**src/rtl/manycore_pkg.sv**
```systemverilog
// Shared types and constants for the manycore mesh: router port
// identifiers, the local transmitter state encoding and flit positions.
package manycore_pkg;

   typedef enum logic [2:0] {
      EAST  = 3'd0,
      WEST  = 3'd1,
      NORTH = 3'd2,
      SOUTH = 3'd3,
      LOCAL = 3'd4
   } e_port;

   typedef enum logic [2:0] {
      TX_IDLE    = 3'd0,
      TX_HEADER  = 3'd1,
      TX_SIZE    = 3'd2,
      TX_PAYLOAD = 3'd3,
      TX_DONE    = 3'd4
   } tx_state_e;

   // Position of the fixed flits at the front of every Hermes packet.
   localparam int FLIT_POS_HEADER = 0;
   localparam int FLIT_POS_SIZE   = 1;

endpackage

```
**src/rtl/flit_skid_fifo.sv**
```systemverilog
// Two-entry FIFO that buffers prefetched payload words ahead of the
// router. Slot 0 is always the head. Push and pop may happen in the same
// cycle, including when the FIFO is full.
module flit_skid_fifo #(
   parameter int WIDTH = 32
) (
   input  logic             clock,
   input  logic             flush,
   input  logic             push,
   input  logic [WIDTH-1:0] push_data,
   input  logic             pop,
   output logic [WIDTH-1:0] head,
   output logic [1:0]       count
);

   logic [WIDTH-1:0] slot0_q, slot0_d;
   logic [WIDTH-1:0] slot1_q, slot1_d;
   logic [1:0]       count_q, count_d;
   logic [1:0]       wr_idx;

   // Next slot contents: a pop shifts slot 1 forward, a push lands in the
   // first slot that is free once the pop has been applied.
   always_comb begin
      slot0_d = slot0_q;
      slot1_d = slot1_q;
      wr_idx  = count_q - 2'(pop);
      count_d = count_q + 2'(push) - 2'(pop);
      if (pop) begin
         slot0_d = slot1_q;
      end
      if (push) begin
         if (wr_idx == 2'd0) begin
            slot0_d = push_data;
         end else begin
            slot1_d = push_data;
         end
      end
   end

   // Occupancy is flushed by reset; data slots need no reset because the
   // count qualifies them.
   always_ff @(posedge clock) begin
      if (flush) begin
         count_q <= 2'd0;
      end else begin
         count_q <= count_d;
      end
      slot0_q <= slot0_d;
      slot1_q <= slot1_d;
   end

   assign head  = slot0_q;
   assign count = count_q;

endmodule

```
**src/rtl/hermes_local_tx.sv**
```systemverilog
// Local-port packet injector: takes a descriptor, prefetches the payload
// from synchronous PE memory and sends header, size and payload flits to
// the router under credit flow control.
//
// Handshake: a flit moves on every cycle where tx=1 and credit_i=1. While
// tx=1 and credit_i=0 the flit (tx, data_o) is held unchanged; tx is never
// withdrawn before the flit has been accepted.
module hermes_local_tx
   import manycore_pkg::*;
#(
   parameter int FLIT_WIDTH       = 32,
   parameter int MEMORY_BUS_WIDTH = 32,
   parameter int MEM_ADDR_WIDTH   = 10,
   parameter int LEN_WIDTH        = 16
) (
   input  logic                        clock,
   input  logic                        reset,
   input  logic                        start_i,
   input  logic [FLIT_WIDTH-1:0]       dest_i,
   input  logic [LEN_WIDTH-1:0]        len_i,
   input  logic [MEM_ADDR_WIDTH-1:0]   base_addr_i,
   output logic                        busy_o,
   output logic                        done_o,
   output logic                        mem_en_o,
   output logic [MEM_ADDR_WIDTH-1:0]   mem_addr_o,
   input  logic [MEMORY_BUS_WIDTH-1:0] mem_data_i,
   output logic [FLIT_WIDTH-1:0]       data_o,
   output logic                        tx,
   input  logic                        credit_i,
   output logic                        clock_tx
);

   tx_state_e                 state_q, state_d;
   logic [FLIT_WIDTH-1:0]     dest_q;
   logic [LEN_WIDTH-1:0]      len_q;
   logic [MEM_ADDR_WIDTH-1:0] base_q;
   logic [LEN_WIDTH-1:0]      rd_cnt_q;
   logic [LEN_WIDTH-1:0]      sent_cnt_q;
   logic [LEN_WIDTH-1:0]      sent_inc;
   logic                      inflight_q;
   logic                      pop;
   logic                      issue;
   logic                      active;
   logic [1:0]                fifo_count;
   logic [FLIT_WIDTH-1:0]     fifo_head;
   logic [2:0]                occupancy;
   logic [2:0]                limit;

   assign clock_tx = clock;
   assign sent_inc = sent_cnt_q + LEN_WIDTH'(1);

   // Packet sequencing: next state, flit presentation and FIFO pop.
   always_comb begin
      state_d = state_q;
      busy_o  = 1'b1;
      tx      = 1'b0;
      data_o  = '0;
      done_o  = 1'b0;
      pop     = 1'b0;
      case (state_q)
         TX_IDLE: begin
            busy_o = 1'b0;
            if (start_i) begin
               state_d = TX_HEADER;
            end
         end
         TX_HEADER: begin
            tx     = 1'b1;
            data_o = dest_q;
            if (credit_i) begin
               state_d = TX_SIZE;
            end
         end
         TX_SIZE: begin
            tx     = 1'b1;
            data_o = FLIT_WIDTH'(len_q);
            if (credit_i) begin
               state_d = (len_q == '0) ? TX_DONE : TX_PAYLOAD;
            end
         end
         TX_PAYLOAD: begin
            if (fifo_count != 2'd0) begin
               tx     = 1'b1;
               data_o = fifo_head;
               if (credit_i) begin
                  pop = 1'b1;
                  if (sent_inc == len_q) begin
                     state_d = TX_DONE;
                  end
               end
            end
         end
         TX_DONE: begin
            done_o  = 1'b1;
            state_d = TX_IDLE;
         end
         default: begin
            state_d = TX_IDLE;
         end
      endcase
   end

   // Prefetch: keep buffered plus in-flight words at most two after this
   // cycle's pop, so the two-entry FIFO can never overflow.
   always_comb begin
      active     = (state_q == TX_HEADER) || (state_q == TX_SIZE) ||
                   (state_q == TX_PAYLOAD);
      occupancy  = 3'(fifo_count) + 3'(inflight_q);
      limit      = 3'd2 + 3'(pop);
      issue      = active && (rd_cnt_q < len_q) && (occupancy < limit);
      mem_en_o   = issue;
      mem_addr_o = issue ? (base_q + MEM_ADDR_WIDTH'(rd_cnt_q)) : '0;
   end

   // State, descriptor latch, read/sent counters and the in-flight flag.
   always_ff @(posedge clock) begin
      if (reset) begin
         state_q    <= TX_IDLE;
         dest_q     <= '0;
         len_q      <= '0;
         base_q     <= '0;
         rd_cnt_q   <= '0;
         sent_cnt_q <= '0;
         inflight_q <= 1'b0;
      end else begin
         state_q    <= state_d;
         inflight_q <= issue;
         if ((state_q == TX_IDLE) && start_i) begin
            dest_q     <= dest_i;
            len_q      <= len_i;
            base_q     <= base_addr_i;
            rd_cnt_q   <= '0;
            sent_cnt_q <= '0;
         end else begin
            if (issue) begin
               rd_cnt_q <= rd_cnt_q + LEN_WIDTH'(1);
            end
            if (pop) begin
               sent_cnt_q <= sent_inc;
            end
         end
      end
   end

   // Read data is pushed the cycle after its strobe; reset clears the
   // in-flight flag so a word returning after reset is dropped.
   flit_skid_fifo #(
      .WIDTH(FLIT_WIDTH)
   ) u_fifo (
      .clock    (clock),
      .flush    (reset),
      .push     (inflight_q),
      .push_data(mem_data_i),
      .pop      (pop),
      .head     (fifo_head),
      .count    (fifo_count)
   );

endmodule

```
**config.mk**
```make
export PLATFORM = sky130hd
export DESIGN_NAME = hermes_local_tx
export DESIGN_NICKNAME = d
export VERILOG_FILES = /design/src/rtl/manycore_pkg.sv /design/src/rtl/flit_skid_fifo.sv /design/src/rtl/hermes_local_tx.sv
export SDC_FILE = /design/constraint.sdc
export NUM_CORES = 1
export LEC_CHECK = 0
export BUFFER_PORTS_ARGS = -buffer_cell sky130_fd_sc_hd__buf_2
export CAP_MARGIN = 25
export CORE_MARGIN = 4
export CORE_UTILIZATION = 50
export CTS_CLUSTER_DIAMETER = 60
export DETAILED_ROUTE_END_ITERATION = 10
export PLACE_DENSITY_LB_ADDON = 0.3
export SYNTH_ARGS = -nofsm -noshare
export SYNTH_HDL_FRONTEND = slang
export SYNTH_SLANG_ARGS = --single-unit
```
**constraint.sdc**
```tcl
create_clock -name clock -period 5.9 [get_ports clock]
set_input_delay 1.18 -clock clock [delete_from_list [all_inputs] [get_ports clock]]
set_output_delay 1.18 -clock clock [all_outputs]
set_load 0.005 [all_outputs]
```
# After elaboration in Yosys (flattened, before gate mapping)
# Index checks and enable logic that the tools add are counted.
[totals]
reg_bits = 160
[op_classes]
add_sub_neg = 8
magnitude_cmp = 2
n_eq_ne = 11
muxes = 21
bitwise_logic = 1
reduce_logical = 13
[op_table]
columns = ["op", "n"]
rows = [
  ["$mux W32", 4],
  ["$pmux W32 S3", 1],
  ["$add A16 B1 Y16 const B", 2],
  ["$mux W3", 7],
  ["$eq A16 B16 Y1", 1],
  ["$logic_not A16 Y1", 1],
  ["$lt A16 B16 Y1", 1],
  ["$ne A2 B2 Y1 const B", 6],
  ["$pmux W3 S4", 1],
  ["$add A10 B10 Y10", 1],
  ["$mux W10", 1],
  ["$eq A3 B2 Y1 const B", 2],
  ["$mux W1", 6],
  ["$reduce_and A6 Y1", 1],
  ["$reduce_or A2 Y1", 2],
  ["$sub A2 B1 Y2", 2],
  ["$add A2 B1 Y3", 1],
  ["$add A2 B1 Y3 const A", 1],
  ["$eq A3 B1 Y1 const B", 1],
  ["$eq A3 B3 Y1 const B", 1],
  ["$logic_and A1 B1 Y1", 3],
  ["$logic_not A3 Y1", 1],
  ["$lt A3 B3 Y1", 1],
  ["$add A2 B1 Y2", 1],
  ["other kinds (6)", 7],
]

# Logic depth before layout (Yosys ltp)
# Gate-level depths: netlist (run 1).
[logic_depth]
depth_word = 7
depth_mapped = 12
mapped_depth_nobuf = 9

# By module
# Synthesis (run 1) repeated with hierarchy kept, for this count alone.
[unflattened]
cells_unflattened = 852
area_unflattened_um2 = 8027.7
[modules_own_cells]
columns = ["module", "n_inst", "cells_per_inst", "area_per_inst_um2", "seq_area_each_um2"]
rows = [
  ["hermes_local_tx", 1, 704, 5388.9, 1881.8],
  ["flit_skid_fifo", 1, 148, 2638.8, 1641.6],
]

==> impl_metrics.csv, run 1 <==
group,metric,value,unit
run_status,status,"finished clean",
place,dp_hpwl,13950,microns
floorplan,rows,45,
global_route,antenna_found_initial,3,
drt,finalWirelength,20680,microns
place,gp_congestion,0.8962,
finish,syn_to_final_growth,19.19,%
sta,final.setup_skew,4.496,ps
clock_tree,clk_pin_slew,60,ps
yosys,syn_avg_cell_area,8.749,sq um
drt,post_drt_wl_per_cell,16.74,microns
place,place_area,8682,sq um
drt,drc,0,
run,maxCapViolCount,0,
drt,first_pass_iters,5,
drt,vias_per_cell,5.587,
floorplan,pin_count,141,
yosys,ys_seq_area_share,44.95,%
yosys,synthCells,896,
floorplan,coreArea,15260,sq um
pwr,pwr_density_cell,337.7,nW/um^2
clock_tree,hold_buffers,0,
floorplan,initial_utilization,51.37,%
sta,finalSetupTns,0,ps
sta,maxSlewViolCount,0,
critical_path,critPathMaxFanout,2,
yosys,ys_seq_elements,160,
drt,dr.first_iter.drc_count,588,
finish,nets,1136,
yosys,ys_types,61,
yosys,syn_nets,1021,
finish,fill_cells,1357,
clock_tree,cts_setup_buffers,0,
floorplan,dieArea,17740,sq um
yosys,yosysWarnings,0,
drt,vias,6900,
drt,detail-route-antenna-nets,0,
global_route,grt_pass1_vias,6381,
place,portBuffers,140,
pwr,p_total,3.155,mW
critical_path,crit_type,"clock port to output port",
finish,final_area,9343,sq um
critical_path,crit_arrival,3310,ps
floorplan,die_x,133.2,microns
global_route,grt_pass1_wl,32440,microns
finish,drive_above_1_share,19.24,%
sta,setup_viol,0,
sta,rsz0062_at_grt,"false",
global_route,grt_max_degree,65,
floorplan,die_y,133.2,microns
global_route,grt_use_total,22.96,%
clock_tree,insertion_delay,540,ps
sta,hold_viol,0,
global_route,gr-total-overflow,0,
yosys,synth-edff-count,32,
critical_path,crit_required,4720,ps
critical_path,cp-end-kind,"output port",
critical_path,rrSetupSlack,2350,ps
yosys,async_flop_share,0,%
yosys,synth_area,7839,sq um
pwr,max-vdd-ir-drop,0.2519,mV
sta,worstMarginPinSlew,979.3,ps
finish,fin_util,61.23,%
critical_path,start_kind,"clock port",
clock_tree,cts_resized,0,
pwr,static-leakage-power,4.127,nW
clock_tree,cts_tree,"done",
finish,n_antenna_cell,0,
sta,slew_headroom,34.72,%
yosys,synth_flop_cell,"dfxtp_1",
hold_path,hp-class,"flip-flop to flip-flop",
layout by cell type (no fill, tap or decap), types with 24 or more instances in the layout:
| master | count |
|---|---|
| buf_2 | 140 |
| nand2_1 | 171 |
| o21ai_0 | 55 |
| xor2_1 | 24 |
| edfxtp_1 | 32 |
| mux2i_1 | 33 |
| dfxtp_1 | 128 |
| nor2_1 | 38 |
| inv_1 | 41 |
| ha_1 | 30 |
| a21oi_1 | 90 |
power by group:
group	switching, mW	internal (mW)
Sequential	0.129	1.28
Combinational	0.328	0.221
Clock	0.460	0.737
Total	0.917	2.24
cell type report:
cell class	count	area [sq um]	share of cell area, %
clock buffers	24	536.8	5.745
clock inverters	12	128.9	1.379
inverters	41	153.9	1.647
multi-input cells	639	3953	42.31
flip-flops and latches	160	3523	37.71
well taps	211	264.0	2.826
repair buffers	148	783.3	8.384
per-stage QoR:
| step | setup WS (ps) | hold WS [ps] | instances |
|---|---|---|---|
| detailed placement | 1668 | 446.6 | 1200 |
| global placement | 1668 | 441.5 | 1199 |
| finish | 1412 | 454.9 | 1235 |
| floorplan | 819.2 | 435.9 | 896 |
| global route | 1403 | 470.3 | 1235 |
| CTS | 1408 | 455.0 | 1235 |
per-layer routing:
| layer | vias up | track usage (%) | wire length [microns] |
|---|---|---|---|
| met5 | - | 0 | 34 |
| met4 | 6 | 9.371 | 480 |
| met3 | 41 | 6.722 | 1503 |
| met2 | 261 | 36.09 | 9610 |
| met1 | 3207 | 29.78 | 9050 |
| li1 | 3385 | - | - |
synthesized netlist by cell type (2+ instances only):
| cell | instances | area, sq um |
|---|---|---|
| a211o_1 | 2 | 17.52 |
| a211oi_1 | 3 | 22.52 |
| a21o_1 | 8 | 60.06 |
| a21oi_1 | 90 | 450.4 |
| a222oi_1 | 16 | 160.2 |
| a22o_1 | 16 | 140.1 |
| a31oi_1 | 2 | 12.51 |
| and2_1 | 7 | 43.79 |
| and3_1 | 13 | 81.33 |
| and4_1 | 3 | 26.28 |
| buf_1 | 4 | 15.01 |
| buf_2 | 6 | 30.03 |
| buf_4 | 4 | 30.03 |
| clkbuf_1 | 41 | 153.9 |
| dfxtp_1 | 128 | 2562 |
| edfxtp_1 | 32 | 960.9 |
| ha_1 | 30 | 375.4 |
| inv_1 | 41 | 153.9 |
| mux2i_1 | 33 | 330.3 |
| nand2_1 | 172 | 645.6 |
| nand2b_1 | 3 | 18.77 |
| nand3_1 | 18 | 90.09 |
| nand4_1 | 11 | 68.82 |
| nor2_1 | 38 | 142.6 |
| nor2b_1 | 6 | 37.54 |
| nor3_1 | 8 | 40.04 |
| nor4_1 | 9 | 56.30 |
| nor4_2 | 2 | 25.02 |
| o21a_1 | 3 | 22.52 |
| o21ai_0 | 55 | 275.3 |
| o21ai_1 | 2 | 10.01 |
| o21bai_1 | 2 | 15.01 |
| o31ai_1 | 3 | 22.52 |
| or2_1 | 2 | 12.51 |
| or3_1 | 16 | 100.1 |
| or4_1 | 2 | 15.01 |
| xnor2_1 | 18 | 157.7 |
| xor2_1 | 24 | 210.2 |
logic make-up after synthesis:
family                   share of synthesized area, %
AND/OR/NAND/NOR                                 19.11
adder cells (fa/ha/maj)                         5.044
AO/OA/AOI/OAI                                   17.05
flip-flops                                      44.95
multiplexers                                    4.214
buffers and inverters                           4.948
XOR/XNOR                                        4.693
critical path: stages:
cell,delay [ps]
clkbuf_16,120
clkbuf_16,130
buf_2,110
registers in the layout, summed over array words and instances (netlist names):
register        count
base_q             10
dest_q             32
inflight_q          1
len_q              16
rd_cnt_q           16
sent_cnt_q         16
state_q             3
u_fifo.count        2
u_fifo.head        32
u_fifo.slot1_q     32
final timing paths:
path / startpoint / end / depth (start not counted)
max reg2reg: state_q[2] / u_fifo.head[8] / 8
max: clock / clock_tx / 3
min reg2reg: dest_q[24] / dest_q[24] / 2
min: dest_q[24] / dest_q[24] / 2
No activity file was read; power rests on OpenSTA's default activity.
==> run 2, diff against run 1 <==
Clock period 5.9 ns to 4.5 ns, I/O delays scaled along.
==> run 2 against run 1 <==
Net effect: hold slack lost 1.4 ps; register-to-register slack worse by 800 ps; flip-flop and latch count unchanged; sequential power increased by 30%; global-route usage increased by 0.51 points; setup slack worse by 830 ps; combinational power increased by 35%; clock skew up 6.1 ps; design area is 0.23% higher; core utilization grew 0.14 points.
==> impl_metrics.csv, run 2 (same netlist as run 1, synthesis figures left out) <==
group,metric,value,unit
run_status,status,"finished clean",
sta,finalCritPeriodShare,87.07,%
sta,slew_headroom,29.44,%
critical_path,cp_num_buf_inv,1,
sta,rsz0062_at_grt,"false",
critical_path,slowest_stage,"dfxtp_1",
critical_path,crit_arrival,3020,ps
clock_tree,hold_buffers,0,
drt,drc,0,
finish,nets,1139,
critical_path,crit_required,3600,ps
sta,hold_viol,0,
sta,finalCriticalPeriod,3918,ps
drt,vias,6953,
floorplan,initial_utilization,51.37,%
floorplan,die_y,133.2,microns
floorplan,rows,45,
drt,vias_per_cell,5.616,
global_route,grt_pass1_wl,33520,microns
sta,finalSetupTns,0,ps
clock_tree,cts_setup_buffers,0,
floorplan,coreArea,15260,sq um
critical_path,crit_chain,"ha_1, a21o_1, a21oi_1, o21bai_1, a2111oi_0, or3_1, nor2_1, a2111oi_1, buf_2",
sta,max_clock_freq,255.2,MHz
clock_tree,clk_pin_slew,70,ps
drt,dr.first_iter.drc_count,584,
critical_path,r2r_end,"u_fifo.head[21]",
critical_path,rrSetupSlack,1550,ps
place,dp_hpwl,13880,microns
critical_path,critPathMaxFanout,9,
clock_tree,cts_resized,0,
finish,final_cell_mix,"nand2_1 (171), buf_2 (140), dfxtp_1 (128)",
critical_path,cp-end-kind,"output port",
finish,drive_above_1_share,19.18,%
critical_path,slowest_delay,510,ps
clock_tree,insertion_delay,540,ps
drt,post_drt_wl_per_cell,16.43,microns
critical_path,worstRegToRegCells,9,
clock_tree,cts_tree,"done",
global_route,grt_use_total,23.47,%
critical_path,r2r_start,"state_q[1]",
critical_path,crit_family,"compound AO/OA/AOI/OAI gates",
sta,final.setup_skew,10.57,ps
finish,layout_commonest_cell,"nand2_1",
hold_path,worstHoldStart,"dest_q[27]",
hold_path,hp-class,"flip-flop to flip-flop",
critical_path,crit_start,"rd_cnt_q[1]",
floorplan,dieArea,17740,sq um
drt,first_pass_iters,7,
global_route,gr-total-overflow,0,
hold_path,whs_endpoint,"dest_q[27]",
floorplan,die_x,133.2,microns
global_route,grt_max_degree,65,
run,maxCapViolCount,0,
drt,finalWirelength,20340,microns
global_route,grt_pass1_vias,6642,
pwr,pwr_density_cell,446.4,nW/um^2
critical_path,start_kind,"flip-flop",
pwr,static-leakage-power,4.138,nW
place,portBuffers,140,
finish,n_antenna_cell,0,
sta,setup_viol,0,
drt,detail-route-antenna-nets,0,
finish,fin_util,61.37,%
global_route,antenna_found_initial,2,
hold_path,holdPathStages,2,
pwr,max-vdd-ir-drop,0.2820,mV
sta,maxSlewViolCount,0,
place,gp_congestion,0.9058,
floorplan,pin_count,141,
finish,fill_cells,1360,
critical_path,crit_type,"flip-flop to output port",
sta,worstMarginPinSlew,1058,ps
finish,syn_to_final_growth,19.46,%
## run 2: cell count changes in the layout (fill, tap and decap cells not counted)
| cell | previous run | this run |
|---|---|---|
| buf_4 | 8 | 11 |
| clkinv_1 | 1 | 4 |
| clkbuf_8 | 2 | 0 |
| clkinv_2 | 3 | 1 |
| buf_12 | 0 | 1 |
| buf_16 | 1 | 0 |
| bufinv_16 | 2 | 3 |
| inv_6 | 3 | 2 |
| inv_8 | 0 | 1 |
## run 2: routing by layer
metal	GRT usage [%]	part of all wire [%]	vias to the layer above	routed length, microns
met5	0	0.11	-	23
met4	7.771	2.0	4	412
met3	6.420	8.2	42	1665
met2	37.22	45	283	9153
met1	31.18	45	3229	9085
li1	-	-	3395	-
## run 2: worst reg2reg max path: stages, from the launching register on
cell	delay, ps
dfxtp_1	410
nor2b_1	190
nand4_1	130
buf_4	580
inv_1	190
ha_1	250
xnor2_1	370
and3_2	270
buf_12	240
o21ai_0	190
## run 2: final cells by class
cell class	instances	area [sq um]	share of cell area (%)
Clock buffer	22	509.2	5.438
Clock inverter	14	162.7	1.737
Inverter	41	153.9	1.644
Multi-Input combinational cell	639	3953	42.21
Sequential cell	160	3523	37.63
Tap cell	211	264.0	2.819
Timing Repair Buffer	151	798.3	8.525
## run 2: worst max path at each step
stage                        end  slack, ps  cells past startpoint
5_1_grt            mem_addr_o[9]        190                      9
3_5_place_dp       mem_addr_o[9]       1140                      9
3_3_place_gp       mem_addr_o[9]       1150                      9
6_report           mem_addr_o[9]        580                      9
4_1_cts            mem_addr_o[9]        560                      9
2_1_floorplan  u_fifo.slot1_q[0]        540                      6
## run 2: through the flow
step	total power [mW]	cell area [sq um]	setup WS, ps	cells	hold WS [ps]
after global placement	2.584	8697	1145	1203	441.5
final	4.180	9364	581.9	1238	453.5
after floorplan	2.326	7839	544.5	896	435.9
after global routing	4.389	9364	189.6	1238	473.7
after detailed placement	2.606	8697	1142	1203	446.3
after CTS	4.197	9364	562.2	1238	454.5
## run 2: report_power, final
group / switching (mW) / leakage, nW / internal (mW)
combinational: 0.441 / 2.47 / 0.299
sequential: 0.164 / 1.34 / 1.68
clock: 0.608 / 0.324 / 0.990
total: 1.21 / 4.14 / 2.97
==> run 3, diff against run 2 <==
Settings changed: BUFFER_PORTS_ARGS -buffer_cell sky130_fd_sc_hd__buf_2 to -buffer_cell sky130_fd_sc_hd__clkbuf_2, CTS_CLUSTER_SIZE set to 40, MAX_ROUTING_LAYER set to met4.
==> run 3 against run 2 <==
Net effect: global-route usage is 0.61 points higher; first-iteration DRC count is 13% lower; hold slack hardly changed; sequential power hardly changed; register-to-register slack better by 250 ps; combinational power is 1% lower; clock power is 11% lower; critical path depth stayed put; die area stayed put.
==> impl_metrics.csv, run 3 (same netlist as run 1, synthesis figures left out) <==
group,metric,value,unit
global_route,grt_max_degree,65,
floorplan,pin_count,141,
floorplan,die_x,133.2,microns
floorplan,rows,45,
global_route,antenna_found_initial,0,
drt,drc,0,
critical_path,crit_required,3600,ps
drt,vias_per_cell,5.662,
place,gp_congestion,0.9150,
critical_path,crit_chain,"ha_1, a21o_1, a21oi_1, o21bai_1, a2111oi_0, or3_1, nor2_1, a2111oi_1, clkbuf_2",
hold_path,hp-class,"flip-flop to flip-flop",
critical_path,cp-end-kind,"output port",
finish,nets,1135,
drt,vias,6987,
pwr,pwr_density_cell,431.5,nW/um^2
critical_path,cp_num_buf_inv,1,
global_route,grt_use_total,24.08,%
critical_path,start_kind,"flip-flop",
floorplan,coreArea,15260,sq um
floorplan,die_y,133.2,microns
run,maxCapViolCount,0,
clock_tree,cts_buffers,17,
sta,finalCritPeriodShare,84.35,%
place,place_ws,1160,ps
sta,rsz0062_at_grt,"false",
drt,first_pass_iters,7,
clock_tree,cts_setup_buffers,0,
global_route,grt_pass1_wl,33680,microns
critical_path,critPathMaxFanout,9,
critical_path,crit_type,"flip-flop to output port",
sta,finalSetupTns,0,ps
sta,finalCriticalPeriod,3796,ps
drt,dr.first_iter.drc_count,510,
clock_tree,cts_max_level,4,
finish,layout.cells.non_filler,1234,
sta,hold_ws,453.4,ps
drt,post_drt_wl_per_cell,16.61,microns
floorplan,initial_utilization,51.37,%
sta,setup_ws,704.2,ps
place,place_inst,1202,
clock_tree,cts_resized,0,
pwr,max-vdd-ir-drop,0.3780,mV
global_route,gr-total-overflow,0,
pwr,static-leakage-power,4.069,nW
sta,worstMarginPinSlew,980.7,ps
clock_tree,cts_tree,"done",
finish,fin_util,60.66,%
finish,final_cell_mix,"nand2_1 (171), clkbuf_2 (140), dfxtp_1 (128)",
sta,setup_viol,0,
sta,final.setup_skew,5.889,ps
clock_tree,insertion_delay,430,ps
place,place_area,8677,sq um
critical_path,crit_family,"compound AO/OA/AOI/OAI gates",
run_status,status,"finished clean",
sta,max_clock_freq,263.5,MHz
sta,maxSlewViolCount,0,
floorplan,dieArea,17740,sq um
finish,n_antenna_cell,0,
place,portBuffers,140,
critical_path,crit_arrival,2900,ps
clock_tree,clk_path_buf_depth,2,
finish,layout_commonest_cell,"nand2_1",
finish,syn_to_final_growth,18.08,%
clock_tree,root_buffer,"clkbuf_16",
pwr,p_total,3.994,mW
drt,detail-route-antenna-nets,0,
critical_path,slowest_stage,"dfxtp_1",
finish,drive_above_1_share,19.35,%
clock_tree,hold_buffers,0,
global_route,grt_pass1_vias,6716,
finish,final_area,9256,sq um
sta,hold_viol,0,
critical_path,slowest_delay,510,ps
sta,slew_headroom,34.62,%
drt,finalWirelength,20500,microns
clock_tree,clk_pin_slew,70,ps
place,dp_hpwl,14100,microns
-- run 3: routing by layer --
metal | GRT usage (%) | vias to the layer above | wire length, microns
met1 | 31.23 | 3312 | 9103
met5 | - | - | 0
li1 | - | 3382 | -
met4 | 8.514 | 0 | 445
met2 | 37.27 | 259 | 9419
met3 | 5.400 | 34 | 1533
-- run 3: path summary, 6_finish.rpt --
| check | from | to | slack [ps] | depth (start not counted) |
|---|---|---|---|---|
| setup / recovery | rd_cnt_q[1] | mem_addr_o[9] | 700 | 9 |
| hold / removal | dest_q[16] | dest_q[16] | 450 | 2 |
| setup reg to reg | len_q[5] | rd_cnt_q[9] | 1800 | 10 |
| hold reg to reg | dest_q[16] | dest_q[16] | 450 | 2 |
-- run 3: area by class of cell --
| type | instances | area (sq um) |
|---|---|---|
| inverters | 41 | 153.9 |
| well taps | 211 | 264.0 |
| flip-flops and latches | 160 | 3523 |
| fillers | 1364 | 6002 |
| clock buffers | 18 | 430.4 |
| multi-input cells | 639 | 3953 |
| repair buffers | 150 | 778.2 |
| clock inverters | 15 | 153.9 |
-- run 3: report_power, final --
group	internal, mW	leakage [nW]	switching (mW)
clock	0.785	0.282	0.634
sequential	1.68	1.34	0.166
combinational	0.293	2.45	0.438
-- run 3: worst min-delay path: cells and delay by family (launching register included) --
kind	cells	cell delay [ps]
AOI/OAI and AO/OA	1	50
and+or+nand+nor	1	50
DFF	1	310
